===== src/rtl/uart_pkg.sv =====
// Shared UART definitions: transmitter FSM states, data width and baud divisor helper.
// Also intended for use by the receiver.
package uart_pkg;

    typedef enum logic [1:0] {IDLE, START, DATA, STOP} tx_state_t;

    localparam int DATA_BITS = 8;

    function automatic int bit_cycles(input int clk_hz, input int baud);
        return clk_hz / baud;
    endfunction

endpackage


===== src/rtl/uart_baud_cnt.sv =====
// Bit-period counter: Tick marks the last clock of each bit period.
// Clear holds the count at zero so a frame starts on a full bit period.
module uart_baud_cnt #(
    parameter int BIT_CYCLES = 434
) (
    input  logic Clk,
    input  logic Rst,
    input  logic Clear,
    output logic Tick
);

    localparam int CNT_W = $clog2(BIT_CYCLES);
    localparam logic [CNT_W-1:0] LAST = CNT_W'(BIT_CYCLES - 1);

    logic [CNT_W-1:0] cnt_q, cnt_d;

    always_comb begin
        cnt_d = cnt_q + 1'b1;
        if (Clear || (cnt_q == LAST)) begin
            cnt_d = '0;
        end
    end

    always_ff @(posedge Clk) begin
        if (Rst) begin
            cnt_q <= '0;
        end else begin
            cnt_q <= cnt_d;
        end
    end

    assign Tick = (cnt_q == LAST);

endmodule


===== src/rtl/rs232_tx.sv =====
// RS232 8N1/8N2 transmitter with a one-byte holding register in front of the shift register,
// so a byte queued during a frame follows it with no idle gap.
module rs232_tx
    import uart_pkg::*;
#(
    parameter int CLK_FREQ  = 50_000_000,
    parameter int BAUD_RATE = 115_200,
    parameter int STOP_BITS = 1
) (
    input  logic                 Clk,
    input  logic                 Rst,
    input  logic [DATA_BITS-1:0] TX_Data,
    input  logic                 TX_Valid,
    output logic                 TX_Ready,
    output logic                 TD,
    output logic                 Tx_Busy
);

    localparam int BIT_CYCLES = bit_cycles(CLK_FREQ, BAUD_RATE);
    localparam logic [2:0] LAST_BIT = 3'(DATA_BITS - 1);
    localparam logic       LAST_STOP = 1'(STOP_BITS - 1);

    generate
        if (STOP_BITS != 1 && STOP_BITS != 2) begin : g_bad_stop
            $error("rs232_tx: STOP_BITS must be 1 or 2");
        end
        if (BIT_CYCLES < 2) begin : g_bad_baud
            $error("rs232_tx: BIT_CYCLES must be at least 2");
        end
    endgenerate

    tx_state_t            state_q, state_d;
    logic [DATA_BITS-1:0] hold_q, hold_d;
    logic [DATA_BITS-1:0] shift_q, shift_d;
    logic                 hold_full_q, hold_full_d;
    logic                 td_q, td_d;
    logic [2:0]           bit_idx_q, bit_idx_d;
    logic                 stop_idx_q, stop_idx_d;
    logic                 tick;

    uart_baud_cnt #(.BIT_CYCLES(BIT_CYCLES)) u_baud (
        .Clk  (Clk),
        .Rst  (Rst),
        .Clear(state_q == IDLE),
        .Tick (tick)
    );

    always_comb begin
        state_d     = state_q;
        hold_d      = hold_q;
        shift_d     = shift_q;
        hold_full_d = hold_full_q;
        td_d        = td_q;
        bit_idx_d   = bit_idx_q;
        stop_idx_d  = stop_idx_q;

        // Acceptance needs an empty hold, transfer needs a full one, so they never collide.
        if (TX_Valid && !hold_full_q) begin
            hold_d      = TX_Data;
            hold_full_d = 1'b1;
        end

        case (state_q)
            IDLE: begin
                td_d = 1'b1;
                if (hold_full_q) begin
                    shift_d     = hold_q;
                    hold_full_d = 1'b0;
                    state_d     = START;
                    td_d        = 1'b0;
                end
            end
            START: begin
                if (tick) begin
                    state_d   = DATA;
                    bit_idx_d = '0;
                    td_d      = shift_q[0];
                end
            end
            DATA: begin
                if (tick) begin
                    if (bit_idx_q == LAST_BIT) begin
                        state_d    = STOP;
                        td_d       = 1'b1;
                        stop_idx_d = 1'b0;
                    end else begin
                        bit_idx_d = bit_idx_q + 3'd1;
                        td_d      = shift_q[bit_idx_q + 3'd1];
                    end
                end
            end
            STOP: begin
                if (tick) begin
                    if (stop_idx_q == LAST_STOP) begin
                        if (hold_full_q) begin
                            shift_d     = hold_q;
                            hold_full_d = 1'b0;
                            state_d     = START;
                            td_d        = 1'b0;
                        end else begin
                            state_d = IDLE;
                        end
                    end else begin
                        stop_idx_d = 1'b1;
                    end
                end
            end
            default: state_d = IDLE;
        endcase
    end

    always_ff @(posedge Clk) begin
        if (Rst) begin
            state_q     <= IDLE;
            hold_full_q <= 1'b0;
            td_q        <= 1'b1;
            bit_idx_q   <= '0;
            stop_idx_q  <= 1'b0;
        end else begin
            state_q     <= state_d;
            hold_full_q <= hold_full_d;
            td_q        <= td_d;
            bit_idx_q   <= bit_idx_d;
            stop_idx_q  <= stop_idx_d;
        end
        hold_q  <= hold_d;
        shift_q <= shift_d;
    end

    assign TX_Ready = ~hold_full_q;
    assign TD       = td_q;
    assign Tx_Busy  = (state_q != IDLE) || hold_full_q;

endmodule


===== config.mk =====
export PLATFORM = sky130hd
export DESIGN_NAME = rs232_tx
export DESIGN_NICKNAME = d
export VERILOG_FILES = /design/src/rtl/uart_pkg.sv /design/src/rtl/uart_baud_cnt.sv /design/src/rtl/rs232_tx.sv
export SDC_FILE = /design/constraint.sdc
export NUM_CORES = 1
export LEC_CHECK = 0
export ABC_AREA = 1
export CAP_MARGIN = 5
export CORE_MARGIN = 2
export CORE_UTILIZATION = 55
export CTS_BUF_LIST = sky130_fd_sc_hd__clkbuf_8
export DETAILED_ROUTE_END_ITERATION = 12
export PLACE_DENSITY = 0.77
export SLEW_MARGIN = 20
export SYNTH_ARGS = -nofsm -noshare
export SYNTH_HDL_FRONTEND = slang
export SYNTH_HIERARCHICAL = 1
export SYNTH_SLANG_ARGS = --single-unit

===== constraint.sdc =====
create_clock -name Clk -period 2.3 [get_ports Clk]
set_input_delay 0.23 -clock Clk [delete_from_list [all_inputs] [get_ports Clk]]
set_output_delay 0.23 -clock Clk [all_outputs]
set_load 0.02 [all_outputs]

== Word level (Yosys, flattened, before mapping) ==
Index checks and enable logic that the tools add are counted.

* Register bits: 33
* Output and inout port bits: 3
* Bits of input ports: 11
* Logic and storage cells: 76

* Bitwise gates (word level): 1
* $lt $le $gt $ge: 1
* Eq/ne operators: 13
* $add $sub $neg: 2
* Reductions and logical operators: 15
* Muxes and demuxes: 36

{| class="wikitable"
|+ Operators by type and width
! operator !! number
|-
| $mux W8 || 3
|-
| $mux W1 || 17
|-
| $ne A2 B2 Y1 const B || 8
|-
| $pmux W8 S2 || 1
|-
| $mux W2 || 6
|-
| $add A9 B1 Y9 const B || 1
|-
| $eq A9 B9 Y1 const B || 1
|-
| $mux W3 || 3
|-
| $pmux W2 S4 || 1
|-
| $reduce_and A4 Y1 || 2
|-
| $reduce_bool A2 Y1 || 4
|-
| $pmux W3 S2 || 1
|-
| $reduce_and A6 Y1 || 1
|-
| $reduce_and A5 Y1 || 1
|-
| $eq A2 B2 Y1 const B || 2
|-
| $lt A3 B4 Y1 const B || 1
|-
| $pmux W1 S2 || 2
|-
| $pmux W1 S4 || 1
|-
| $add A3 B1 Y3 const B || 1
|-
| $bmux W1 S3 || 1
|-
| $eq A3 B3 Y1 const B || 1
|-
| $reduce_and A3 Y1 || 1
|-
| $eq A2 B1 Y1 const B || 1
|-
| $logic_not A2 Y1 || 1
|-
| other kinds (5) || 6
|}

== Longest topological paths before layout ==
* Depth in word-level cells: 7
* Gate-level depth with buffers: 12
* Gate-level depth less buffers: 12

== Cells and area by module ==
The synthesis kept the hierarchy.

{| class="wikitable"
|+ By module, submodules not included
! module !! cells each !! seq. area each (µm²) !! area an instance (µm²) !! instances
|-
| rs232_tx || 102 || 620.6 || 1078.5 || 1
|-
| uart_baud_cnt || 64 || 180.2 || 486.7 || 1
|}

== Worst setup path before layout ==
Ideal clock, no wire load.

* Path type: register to register
* From: register u_baud.cnt_q[0]
* To: register shift_q[0], enable pin
* Stages on the path, launching flop included: 8
* Path buffers: 0
* Data arrival time: 1.726 ns
* Required time: 1.914 ns
* Setup slack: 0.188 ns
* Period minus slack after synthesis: 2.112 ns
* Setup time: 0.386 ns
* Path through: dfxtp_1 > ha_1 > nand2_1 > nor2_1 > nand2_2 > inv_1 > nor2_1 > a211oi_1

* Word-level cells in the longest chain between the ends: 3

{| class="wikitable"
|+ Ends and longest elaborated chain
! item !! RTL line !! RTL
|-
| start: declaration || uart_baud_cnt.sv:15 || <nowiki>logic [CNT_W-1:0] cnt_q, cnt_d;</nowiki>
|-
| start signal: assignment || uart_baud_cnt.sv:28 || <nowiki>cnt_q <= cnt_d;</nowiki>
|-
| $eq A9 B9 Y1 || uart_baud_cnt.sv:32 || <nowiki>assign Tick = (cnt_q == LAST);</nowiki>
|-
| net tick || rs232_tx.sv:39 || <nowiki>logic tick;</nowiki>
|-
| $ne A2 B2 Y1 (no line) || - ||
|-
| $reduce_and A3 Y1 (no line) || - ||
|-
| end signal: assignment || rs232_tx.sv:127 || <nowiki>shift_q <= shift_d;</nowiki>
|-
| end: declaration || rs232_tx.sv:34 || <nowiki>logic [DATA_BITS-1:0] shift_q, shift_d;</nowiki>
|}

The timed path passes the listed nets, and every way through them passes these cells.
A chain may end at the register's enable or synchronous reset.

== Worst setup path in the final report ==
* From: register state_q[0]
* To: output port Tx_Busy

* Word-level cells in the longest chain between the ends: 2

{| class="wikitable"
|+ Ends and longest elaborated chain
! item !! RTL line !! RTL
|-
| start: declaration || rs232_tx.sv:32 || <nowiki>tx_state_t state_q, state_d;</nowiki>
|-
| start signal: assignment || rs232_tx.sv:120 || <nowiki>state_q <= state_d;</nowiki>
|-
| $reduce_bool A2 Y1 || rs232_tx.sv:132 || <nowiki>assign Tx_Busy = (state_q != IDLE) || hold_full_q;</nowiki>
|-
| $logic_or A1 B1 Y1 || rs232_tx.sv:132 ||
|-
| end: declaration || rs232_tx.sv:16 || <nowiki>output logic Tx_Busy</nowiki>
|}

Every way passes these cells.

==> summary.md <==
| Metric | Value |
|---|---|
| IO Count | `14` |
| Initial antenna violation count | `0` |
| Post-CTS Resized | `0` |
| Worst path buffer plus inverter count | `2` |
| Max VDD drop | `between 0.8 and 0.9 mV` |
| Clk_lat worst skew | `between 0.2 and 0.3 ns` |
| CTS sink cnt | `32` |
| CP Class | `reg -> out` |
| Setup bufs post-CTS | `0` |
| Routability Congestion | `0.8692` |
| Post-DRT Antenna Nets | `0` |
| Avg WL per Cell | `between 10 and 15 um` |
| Slowest stage cell, crit path | `clkdlybuf4s50_1` |
| Grt ovf | `0` |
| Final Max Slew Viols | `0` |
| CTS Hold Bufs | `0` |
| Port bufs | `13` |
| Tcrit/Tclk final | `0.8766` |
| Synthesized flop and latch total | `32` |
| RSZ-0062 raised after global routing | `false` |
| Mapped Cells | `roughly 170` |
| Complex-gate fraction of the synthesized area | `0.1039` |
| Clock Path Buffers | `2` |
| Via Count | `1,130` |
| Crit Path Max Fanout | `5` |
| Router iterations before antenna repair | `4` |
| Largest stage delay, worst path | `roughly 0.60 ns` |
| Mux contribution to synthesized area | `0` |
| Post-synthesis adder-cell area fraction | `0.06395` |
| Root Buffer | `clkbuf_8` |
| Routed vias/inst | `slightly above 5` |
| Final setup viols | `0` |
| Pwr dens | `1015 nW/um2` |
| Post-layout nets | `206` |
| Largest delay share family, worst path | `buffers and inverters` |
| CP Launch Type | `flop` |
| Num rows | `19` |
| Initial Util | `0.5725` |
| Average size of a mapped cell | `~9.4 um2` |
| Max-slew headroom | `0.7380` |
| Final Hold Vio Count | `0` |
| Seq/Total Area, Yosys | `0.5116` |
| Ant diodes | `0` |
| Starting DRT DRC Count | `37` |
| Synth Net Count | `185` |
| Final Total Pwr | `roughly 1900 uW` |
| Total GRT Usage | `0.1796` |
| Die area | `roughly 3300 um2` |
| Number of global-route vias before repair | `about 1,100` |
| Area Overhead vs Synth | `16.63%` |
| Synth Area in Simple Gates | `0.2494` |
| Clock slew at reported path FFs | `0.07 ns` |
| Yosys cell types | `26` |
| Syn Std Cell Area | `1565 um2` |
| Fraction of layout cells with a size suffix above 1 | `0.2074` |
| Worst path cell trace | `inv_1 -> ha_1 -> nand2_4 -> clkdlybuf4s50_1` |
| Routed WL | `between 2 and 3 mm` |
| H-tree depth | `2` |
| CTS tree | `done` |
| Commonest non-fill, non-tap cell in the layout | `nand2_1` |
| Post-route setup TNS | `0 ns` |
| Largest family of logic cells by synthesized area | `simple AND/OR/NAND/NOR gates` |
| DIE WIDTH | `approximately 57 um` |
| DRC errors left | `0` |
| Min Tclk post-route | `between 2 and 2.5 ns` |
| Max_cap viols | `0` |
| Status | `finished clean` |
| F_max | `between 400 and 500 MHz` |
| Fillers | `215` |
| Arrival @ worst endpoint | `roughly 1.8 ns` |
| Num CTS Buffers | `5` |
| Crit. End Element | `primary output` |
| Hpwl dp | `between 1.5 and 2 mm` |
| XOR/XNOR Fraction of Synth Area | `0.01119` |
| Hold crit path type | `reg -> reg` |
| Most frequent cells in the layout | `nand2_1, dfxtp_1, edfxtp_1, inv_1, clkdlybuf4s50_1` |
| WP data required | `2.07 ns` |
| Largest net degree at the start of global routing | `12` |
| Synthesis Warnings | `6` |
| Chip Height | `between 50 and 60 um` |
| Worst Clk Skew | `around 0.0047 ns` |
| First-pass GRT wire length | `roughly 4.5 mm` |
| Slew @ Worst Pin | `0.3918 ns` |
| Core ar. | `~2700 um2` |
| Leak | `slightly below 0.0007 uW` |
## routing by layer
metal / track usage / share of wire / vias to the layer above
met5: 0 / 0 / -
met2: 0.3068 / 0.50 / 18
li1: - / - / 583
met4: 0.06977 / 0.018 / 0
met3: 0.06122 / 0.044 / 5
met1: 0.2065 / 0.44 / 524
## cell type report
type / instances / area (um2) / area share
Clock buffer: 5 / 68.82 / 0.03770
Clock inverter: 3 / 18.77 / 0.01028
Inverter: 22 / 82.58 / 0.04524
Multi-Input combinational cell: 111 / 670.6 / 0.3674
Sequential cell: 32 / 800.8 / 0.4387
Tap cell: 31 / 38.79 / 0.02125
Timing Repair Buffer: 15 / 145.1 / 0.07951
## metrics by stage
| stage | hold slack [ns] | instance area, um2 | util | setup WS [ns] | instances |
|---|---|---|---|---|---|
| 2_1_floorplan | 0.2991 | 1565 | - | 0.1876 | 166 |
| 3_3_place_gp | 0.4024 | 1738 | 0.6357 | 0.5296 | 211 |
| 3_5_place_dp | 0.4045 | 1738 | 0.6357 | 0.4763 | 211 |
| 4_1_cts | 0.4189 | 1826 | 0.6677 | 0.2692 | 219 |
| 5_1_grt | 0.4314 | 1826 | 0.6677 | 0.1998 | 219 |
| 6_report | 0.4155 | 1826 | 0.6677 | 0.2839 | 219 |
## state kept, by name, indices dropped and copies added (netlist names)
register and cells:
hold_full_q 1, state_q 2, shift_q 8, hold_q 8
bit_idx_q 3, TD 1, u_baud/cnt_q 9
## worst reg2reg max path, stage by stage (launching register included)
cell and delay [ns]:
dfxtp_1 0.41, ha_1 0.17, nand2_1 0.05, nor2_1 0.13, nand2_2 0.09, inv_1 0.23, nor2_1 0.08, a211oi_1 0.19
buf_4 0.21
## synth_stat cells
cell / count / area share
o21bai_1: 2 / 0.0096
a21oi_2: 6 / 0.034
ha_1: 8 / 0.064
nand3b_4: 1 / 0.013
inv_2: 7 / 0.017
a31oi_1: 1 / 0.0040
dfxtp_1: 16 / 0.20
nand2_1: 42 / 0.10
edfxtp_1: 16 / 0.31
nor2_1: 11 / 0.026
xor2_1: 1 / 0.0056
o21ai_0: 5 / 0.016
buf_6: 1 / 0.0072
nand2_4: 2 / 0.014
nor2_4: 3 / 0.022
a211oi_2: 1 / 0.0080
a21oi_4: 1 / 0.010
inv_1: 15 / 0.036
nand3_1: 9 / 0.029
nand3b_1: 1 / 0.0048
xnor2_1: 1 / 0.0056
a211oi_1: 2 / 0.0096
nand4_1: 2 / 0.0080
nand2_2: 2 / 0.0080
nor2_2: 6 / 0.024
a21oi_1: 4 / 0.013
## path summary, 6_finish.rpt
check | from | endpoint | slack, ns | cells past startpoint
hold / removal | hold_q[5] | shift_q[5] | 0.42 | 0
setup reg to reg | u_baud/cnt_q[0] | shift_q[3] | 0.46 | 8
setup / recovery | state_q[0] | Tx_Busy | 0.28 | 4
hold reg to reg | hold_q[5] | shift_q[5] | 0.42 | 0
## cells by family after synthesis
group	count (synthesis)
and+or+nand+nor	79
buffers and inverters	23
xor gates and xnor gates	2
adders and majority gates	8
DFF	32
AOI/OAI and AO/OA	22
## report_power, final
part	switching, uW	internal, uW	leakage [uW]
Combinational	400	274	0.000347
Clock	207	210	0.0000479
Sequential	49.5	712	0.000281
Total	656	1200	0.000676
Note: power is estimated with default switching activity, not from simulation.
